===== src/rtl/calc_key_ctrl.sv =====
// Keypad cursor controller and left-to-right expression evaluator for the
// calculator LCD. Navigation/select pulses move a 4x4 cursor and edit a
// 16-character buffer; '=' scans the buffer one character per clock and
// publishes a 16-bit unsigned result.
module calc_key_ctrl #(
  parameter int MAX_LEN = 16,
  parameter int GRID    = 4
) (
  input  logic         clk_in,
  input  logic         sys_rst_n,
  input  logic         btn_up,
  input  logic         btn_down,
  input  logic         btn_left,
  input  logic         btn_right,
  input  logic         btn_ok,
  output logic [3:0]   cursor_x,
  output logic [3:0]   cursor_y,
  output logic [127:0] disp_str_flat,
  output logic [15:0]  result,
  output logic         calc_done,
  output logic         busy
);

  localparam logic [4:0] LEN_MAX = 5'(MAX_LEN);
  localparam logic [3:0] EDGE    = 4'(GRID - 1);
  localparam logic [7:0] SPACE   = 8'h20;

  typedef enum logic [1:0] {IDLE, EVAL, FINISH} state_t;

  state_t      state, state_nxt;
  logic [7:0]  chars [MAX_LEN];
  logic [4:0]  len, len_m1, idx;
  logic [15:0] acc, operand;
  logic [7:0]  pend_op, key, last_char, scan_char;
  logic        last_is_digit, eq_go;

  function automatic logic is_digit(input logic [7:0] c);
    return (c >= "0") && (c <= "9");
  endfunction

  function automatic logic is_op(input logic [7:0] c);
    return (c == "+") || (c == "-") || (c == "*");
  endfunction

  function automatic logic [7:0] key_at(input logic [1:0] row, input logic [1:0] col);
    logic [7:0] k;
    k = SPACE;
    case ({row, col})
      4'd0:  k = "1";
      4'd1:  k = "2";
      4'd2:  k = "3";
      4'd3:  k = "+";
      4'd4:  k = "4";
      4'd5:  k = "5";
      4'd6:  k = "6";
      4'd7:  k = "-";
      4'd8:  k = "7";
      4'd9:  k = "8";
      4'd10: k = "9";
      4'd11: k = "*";
      4'd12: k = "C";
      4'd13: k = "0";
      4'd14: k = "=";
      4'd15: k = "B";
    endcase
    return k;
  endfunction

  // All arithmetic is modulo 2^16; multiply keeps the low half.
  function automatic logic [15:0] apply_op(input logic [15:0] a, input logic [7:0] op,
                                           input logic [15:0] b);
    logic [15:0] r;
    case (op)
      "-":     r = a - b;
      "*":     r = a * b;
      default: r = a + b;
    endcase
    return r;
  endfunction

  function automatic logic [3:0] step_up(input logic [3:0] v);
    return (v == EDGE) ? 4'd0 : v + 4'd1;
  endfunction

  function automatic logic [3:0] step_dn(input logic [3:0] v);
    return (v == 4'd0) ? EDGE : v - 4'd1;
  endfunction

  // Key decode, buffer-tail inspection and next-state selection.
  always_comb begin
    state_nxt     = state;
    key           = key_at(cursor_y[1:0], cursor_x[1:0]);
    len_m1        = len - 5'd1;
    last_char     = (len == 5'd0) ? SPACE : chars[len_m1[3:0]];
    last_is_digit = is_digit(last_char);
    scan_char     = chars[idx[3:0]];
    eq_go         = (state == IDLE) && btn_ok && (key == "=") && last_is_digit;
    case (state)
      IDLE:    if (eq_go) state_nxt = EVAL;
      EVAL:    if (idx == len) state_nxt = FINISH;
      FINISH:  state_nxt = IDLE;
      default: state_nxt = IDLE;
    endcase
  end

  // State register.
  always_ff @(posedge clk_in or negedge sys_rst_n) begin
    if (!sys_rst_n) state <= IDLE;
    else            state <= state_nxt;
  end

  // Cursor, buffer editing, and the sequential evaluator datapath.
  always_ff @(posedge clk_in or negedge sys_rst_n) begin
    if (!sys_rst_n) begin
      cursor_x  <= 4'd0;
      cursor_y  <= 4'd0;
      for (int k = 0; k < MAX_LEN; k++) chars[k] <= SPACE;
      len       <= 5'd0;
      idx       <= 5'd0;
      acc       <= 16'd0;
      operand   <= 16'd0;
      pend_op   <= "+";
      result    <= 16'd0;
      calc_done <= 1'b0;
      busy      <= 1'b0;
    end else begin
      case (state)
        IDLE: begin
          if (btn_ok) begin
            if (is_digit(key) || is_op(key)) begin
              // An operator must follow a digit; digits only need room.
              if ((len < LEN_MAX) && (is_digit(key) || last_is_digit)) begin
                chars[len[3:0]] <= key;
                len             <= len + 5'd1;
                calc_done       <= 1'b0;
              end
            end else if (key == "B") begin
              if (len != 5'd0) begin
                chars[len_m1[3:0]] <= SPACE;
                len                <= len_m1;
                calc_done          <= 1'b0;
              end
            end else if (key == "C") begin
              for (int k = 0; k < MAX_LEN; k++) chars[k] <= SPACE;
              len       <= 5'd0;
              result    <= 16'd0;
              calc_done <= 1'b0;
            end else if (eq_go) begin
              busy      <= 1'b1;
              idx       <= 5'd0;
              acc       <= 16'd0;
              operand   <= 16'd0;
              pend_op   <= "+";
              calc_done <= 1'b0;
            end
          end else if (btn_up) begin
            cursor_y <= step_dn(cursor_y);
          end else if (btn_down) begin
            cursor_y <= step_up(cursor_y);
          end else if (btn_left) begin
            cursor_x <= step_dn(cursor_x);
          end else if (btn_right) begin
            cursor_x <= step_up(cursor_x);
          end
        end
        EVAL: begin
          // One extra pass with idx == len lets the last scan settle before FINISH.
          if (idx < len) begin
            if (is_digit(scan_char)) begin
              operand <= operand * 16'd10 + {12'd0, scan_char[3:0]};
            end else begin
              acc     <= apply_op(acc, pend_op, operand);
              pend_op <= scan_char;
              operand <= 16'd0;
            end
          end
          idx <= idx + 5'd1;
        end
        FINISH: begin
          result    <= apply_op(acc, pend_op, operand);
          calc_done <= 1'b1;
          busy      <= 1'b0;
        end
        default: ;
      endcase
    end
  end

  // Flatten the character buffer onto the display bus, char k at [k*8+:8].
  always_comb begin
    disp_str_flat = '0;
    for (int k = 0; k < MAX_LEN; k++) disp_str_flat[k*8 +: 8] = chars[k];
  end

endmodule


===== config.mk =====
export PLATFORM = sky130hd
export DESIGN_NAME = calc_key_ctrl
export DESIGN_NICKNAME = d
export VERILOG_FILES = /design/src/rtl/calc_key_ctrl.sv
export SDC_FILE = /design/constraint.sdc
export NUM_CORES = 1
export LEC_CHECK = 0
export ABC_CLOCK_PERIOD_IN_PS = 10800
export CORE_MARGIN = 2
export CORE_UTILIZATION = 64
export CTS_BUF_LIST = sky130_fd_sc_hd__clkbuf_4 sky130_fd_sc_hd__clkbuf_8 sky130_fd_sc_hd__clkbuf_16
export DETAILED_ROUTE_END_ITERATION = 10
export GPL_TIMING_DRIVEN = 0
export HOLD_SLACK_MARGIN = 0.03
export PLACE_DENSITY = 0.95
export SLEW_MARGIN = 25
export SYNTH_ARGS = -nofsm -noshare
export SYNTH_HDL_FRONTEND = slang
export SYNTH_SLANG_ARGS = --single-unit

===== constraint.sdc =====
create_clock -name clk_in -period 10.8 [get_ports clk_in]
set_input_delay 2.7 -clock clk_in [delete_from_list [all_inputs] [get_ports clk_in]]
set_output_delay 2.7 -clock clk_in [all_outputs]
set_load 0.03 [all_outputs]

Yosys cells after proc, flatten, opt, wreduce, memory -nomap -nowiden

Memory sizes are Yosys's and may differ from the RTL's.
Index checks and enable logic that the tools add are counted.

Flip-flop bits (word level): 206
ROM bits: 112
Input port bits: 7
Output and inout bits: 154
Word-level logic and storage cells: 200
Memories: 1

Memory list:

| name            | depth | width | rd ports | clocked after memory_dff | write ports | line | source |
|---|---|---|---|---|---|---|---|
| (no name shown) | 16    | 7     | 1        | 0                        | 0           | 48   | `case ({row, col})` |

Add/sub/neg operators: 10
Multiply operators: 2
Order comparisons: 13
Equality and inequality tests: 27
Mux-type cells: 78
Bitwise operators: 9
Reductions and logical operators: 33

Operators with widths:

| operator                                                              | number |
|---|---|
| 128-bit 2-to-1 mux                                                    | 5 |
| 16-bit 2-to-1 mux                                                     | 13 |
| 128-bit bitwise mux                                                   | 1 |
| 16-bit case mux with 2 select lines                                   | 4 |
| 112-bit bitwise AND                                                   | 1 |
| 8-bit 2-to-1 mux                                                      | 14 |
| 112-bit inverter                                                      | 1 |
| 8-bit binary-select mux with 4-bit select                             | 2 |
| 8-bit demux with 4-bit select                                         | 2 |
| 5-bit 2-to-1 mux                                                      | 10 |
| 8-bit by 6-bit == test with 1-bit output, second input constant       | 6 |
| 4-bit 2-to-1 mux                                                      | 8 |
| 8-bit by 6-bit >= comparator with 1-bit output, second input constant | 3 |
| 8-bit by 6-bit <= comparator with 1-bit output, second input constant | 3 |
| 5-bit AND reduction                                                   | 4 |
| 16-bit adder                                                          | 1 |
| 16-bit by 4-bit adder with 16-bit output                              | 1 |
| 8-bit by 7-bit == test with 1-bit output, second input constant       | 2 |
| 16-bit by 16-bit multiplier with 16-bit output                        | 1 |
| 16-bit by 3-bit multiplier with 15-bit output, second input constant  | 1 |
| 2-bit != test, second input constant                                  | 8 |
| 16-bit OR                                                             | 1 |
| 8-bit case mux with 2 select lines                                    | 1 |
| 16-bit subtractor                                                     | 1 |
| other kinds (36)                                                      | 78 |

Longest topological paths before layout

Depth in word-level cells: 15
Depth in mapped cells: 22
Gate-level depth less buffers: 21

Least setup slack after synthesis

Ideal clock, no wire load.

Path type: reg2reg
From: reg operand[3]
To: reg result[14]
Arrival: 5542 ps
Slack: 5175 ps
Cell stages (with the launch flop): 21
Cell sequence: dfrtp_1 clkbuf_1 clkbuf_1 nand2_1 fa_1 fa_1 fa_1 fa_1 inv_1 fa_1 inv_1 fa_1 inv_1 ha_1 a21oi_1 o21ai_0 a31o_2 a21oi_1 xnor2_1 mux2i_1 o21ai_0

Longest elaborated chain between the ends: 3
Elaborated cells on any way between the ends: 5
Those cells by class: 2 x add/sub; 1 x mul; 2 x mux

RTL lines:

| item                                                                         | line | source |
|---|---|---|
| start: declaration                                                           | 33   | `logic [15:0] acc, operand;` |
| start signal: assignment                                                     | 170  | `operand <= operand * 16'd10 + {12'd0, scan_char[3:0]};` |
| 16-bit by 16-bit multiplier with 16-bit output, or another cell as far along | 75   | `"*": r = a * b;` |
| 16-bit case mux with 2 select lines *                                        | 73   | `case (op)` |
| 16-bit case mux with 2 select lines *                                        | 127  | `case (state)` |
| end signal: assignment                                                       | 180  | `result <= apply_op(acc, pend_op, operand);` |
| end: declaration                                                             | 19   | `output logic [15:0] result,` |

Mark *: on every way between the ends. The rest lies on a longest branch, timed or not.
A chain may end at the register's enable or synchronous reset.

Worst setup path in the final report

From: reg operand[3]
To: reg acc[15]

Longest elaborated chain between the ends: 5
Elaborated cells on any way between the ends: 7
Those cells by class: 2 x add/sub; 1 x mul; 4 x mux

RTL lines:

| item                                                                         | line | source |
|---|---|---|
| 16-bit by 16-bit multiplier with 16-bit output, or another cell as far along | 75   |  |
| 16-bit case mux with 2 select lines *                                        | 73   |  |
| 16-bit 2-to-1 mux *                                                          | 169  | `if (is_digit(scan_char)) begin` |
| 16-bit 2-to-1 mux *                                                          | 168  | `if (idx < len) begin` |
| 16-bit case mux with 2 select lines *                                        | 127  |  |
| end signal: assignment                                                       | 172  | `acc <= apply_op(acc, pend_op, operand);` |
| end: declaration                                                             | 33   |  |

Mark *: on every way between the ends. The rest lies on a longest branch, timed or not. The select of a mux whose other input is x is not followed.

==> results.sh <==
export IMPL_stdcell_area_sq_mm=0.0194
export IMPL_place_gp_congestion=0.988
export IMPL_status="completed"
export IMPL_async_flop_share_pct=100
export IMPL_fin_crit_ns=6.91
export IMPL_r2r_start="operand[3]"
export IMPL_hold_viol=0
export IMPL_finClkSkew_ns=0.0297
export IMPL_worstSetupEndpointType="register"
export IMPL_num_antenna_cells=0
export IMPL_rr_endpoint="acc[15]"
export IMPL_cts_tree="yes"
export IMPL_drc=0
export IMPL_wl_per_cell_microns=24.2
export IMPL_grt_max_degree=96
export IMPL_maxCapViolCount=0
export IMPL_path_clk_slew_ns=0.06
export IMPL_synth_seq_cells=206
export IMPL_yosysUniqueCellTypes=80
export IMPL_finalCritPeriodShare_pct=64.0
export IMPL_worst_pin_slew_ns=1.14
export IMPL_synth_top_cell_by_area="dfrtp_1"
export IMPL_tns_ns=0
export IMPL_clockRootBuffer="clkbuf_16"
export IMPL_insertion_delay_ns=0.53
export IMPL_grt_pass1_vias=15700
export IMPL_criticalPathCategory="register to register"
export IMPL_startpoint_type="register"
export IMPL_ys_warn_count=0
export IMPL_ir_worst_vdd_mv=0.247
export IMPL_place_inst=2205
export IMPL_clock_sinks=206
export IMPL_antenna_found_initial=0
export IMPL_synth_avg_cell_area_sq_um=9.67
export IMPL_wl_microns=54300
export IMPL_die_x_microns=165
export IMPL_port_buffers=159
export IMPL_p_per_area_mw_per_mm2=251
export IMPL_drtPass1Iterations=6
export IMPL_synth_top_area_share_pct=28.1
export IMPL_leakagePower_nw=8.76
export IMPL_grt_first_pass_wirelength_microns=84900
export IMPL_grt_setup_unrepaired="false"
export IMPL_post_cts_resize_count=0
export IMPL_hold_depth=2
export IMPL_n_fill_cell=1612
export IMPL_synth_main_ff_cell="dfrtp_1"
export IMPL_dr_first_iter_drc_count=1702
export IMPL_area_growth_pct=17.1
export IMPL_cp_data_required_time_ns=11.17
export IMPL_cts_htree_levels=1
export IMPL_critPathLaunch="operand[3]"
export IMPL_cts_setup_buffers=0
export IMPL_synth_edf_count=0
export IMPL_slew_viol_final=0
export IMPL_vias=15100
export IMPL_hp_start="pend_op[3]"
export IMPL_syn_inst=1714
export IMPL_drive_gt1_share_pct=9.45
export IMPL_cts_buffers=22
export IMPL_r2r_cells=20
export IMPL_ctsHoldBuffers=0
export IMPL_reg2reg_slack_ns=3.89
export IMPL_core_sq_mm=0.0253
export IMPL_clockBufferDepth=3
export IMPL_hold_path_endpoint="pend_op[3]"
export IMPL_synth_area_sq_mm=0.0166
export IMPL_viasPerCell=6.74
export IMPL_relSlewSlack_pct=23.1
export IMPL_arrival_ns=7.28
export IMPL_final_cell_count_no_fill=2245
export IMPL_die_area_sq_mm=0.0272
export IMPL_layout_nets=2102
export IMPL_io_pins=161
export IMPL_chipHeight_microns=165
export IMPL_fmax_mhz=145
export IMPL_syn_nets=1917
export IMPL_dp_hpwl_microns=39700
export IMPL_yosys_top_cells_area="dfrtp_1 28%, fa_1 10%, ha_1 8.5%"
export IMPL_ys_seq_area_share_pct=31.3
export IMPL_crit_fanout=10
export IMPL_worstHoldPathType="register to register"
export IMPL_floorplan_initialDensity_pct=65.4
export IMPL_ant_nets=0
export IMPL_core_rowCount=58
export IMPL_gr_total_overflow=0
export IMPL_setup_viol=0
export IMPL_placed_area_sq_mm=0.0186
export IMPL_grt_usage_pct=40.9
==> worst max-delay path, cell delays in order (launching register included) <==
cell      delay (ns)
dfrtp_1         0.39
clkbuf_1        0.43
clkbuf_1        0.52
nand2_1         0.15
fa_1            0.49
fa_1            0.59
fa_1            0.46
fa_1            0.54
inv_1           0.05
fa_1            0.54
inv_1           0.06
fa_1            0.53
inv_1           0.04
ha_1            0.34
a21oi_1         0.29
o21bai_1        0.10
a41oi_1         0.34
o21ai_0         0.19
xnor2_1         0.16
mux2i_1         0.37
o21ai_0         0.18
==> state kept, by name (all words and copies together), names as in the netlist <==
signal         cells
acc               16
len                5
result            16
state              2
idx                5
pend_op            8
calc_done          1
cursor_y           4
operand           16
cursor_x           4
busy               1
disp_str_flat    128
==> worst max path at each step <==
stage	end	slack, ns	depth (start not counted)
3_5_place_dp	acc[15]	4.00	20
3_3_place_gp	operand[12]	-1.16	1
6_report	acc[15]	3.89	20
2_1_floorplan	result[14]	5.18	20
4_1_cts	acc[15]	3.95	20
5_1_grt	acc[15]	3.61	20
==> report_power, final <==
part | switching [mW] | total (mW) | internal, mW | leakage, nW
Clock | 0.325 | 0.802 | 0.477 | 0.380
Combinational | 1.81 | 2.81 | 1.00 | 5.63
Sequential | 0.278 | 1.26 | 0.984 | 2.75
==> per-layer routing <==
layer  vias to the layer above  track usage, %  wire [microns]
met2                      1205            63.5           24500
li1                       6350               -               -
met4                         0            27.2            4280
met5                         -               0               0
met3                       354            11.4            6540
met1                      7222            50.2           19000
==> logic make-up after synthesis <==
logic type / after synthesis / share of synthesized area, %
xor+xnor: 89 / 4.70
mux: 72 / 7.96
buf+inv: 236 / 5.74
flops: 206 / 31.3
fa+ha+maj: 196 / 18.6
simple gates: 552 / 16.5
compound gates: 363 / 15.3
==> per-stage QoR <==
stage / setup WS (ns) / util, % / power, mW / hold slack, ns
after detailed placement: 4.00 / 73.6 / 3.90 / 0.469
after floorplan: 5.18 / - / 2.91 / 0.440
after global placement: -1.16 / 73.4 / 3.82 / 0.451
after global routing: 3.61 / 76.7 / 5.03 / 0.492
after CTS: 3.95 / 76.6 / 4.73 / 0.476
final: 3.89 / 76.7 / 4.88 / 0.478
==> final cells by class <==
class	count	area, sq um	share of cell area (%)
clock inverter	5	88.8	0.458
tap	330	413	2.13
timing repair buffer	161	1650	8.51
multi-input combinational	1272	10500	53.9
sequential	206	5180	26.7
clock buffer	35	673	3.47
inverter	149	559	2.88
buffer	87	392	2.02
==> synthesized netlist by cell type, types with 9 or more instances <==
cell	n
o21ai_1	14
nand2b_1	26
nand3b_1	9
a21oi_1	71
and3_1	12
dfstp_2	20
a32o_1	14
buf_2	22
o2bb2ai_1	13
nor2_1	92
a211oi_1	16
a22o_1	58
clkbuf_1	57
inv_1	148
mux2i_1	16
a31oi_1	17
xnor2_1	62
xor2_1	27
nor3_1	26
o21ai_0	60
o21a_1	10
nand3_1	16
dfrtp_1	186
ha_1	113
nand2_1	195
nor2b_1	19
and2_1	104
mux4_2	47
fa_1	83
mux2_2	9
o31ai_1	30
==> cells in the final DEF (no fill, tap or decap), types with 47 or more instances in the layout <==
| cell | n |
|---|---|
| xnor2_1 | 61 |
| ha_1 | 113 |
| nand2_1 | 195 |
| nor2_1 | 92 |
| inv_1 | 148 |
| o21ai_0 | 60 |
| clkbuf_1 | 57 |
| fa_1 | 83 |
| mux4_2 | 47 |
| and2_1 | 104 |
| a22o_1 | 58 |
| a21oi_1 | 71 |
| dfrtp_1 | 186 |
| clkdlybuf4s50_1 | 158 |
No activity file was read; power rests on OpenSTA's default activity.
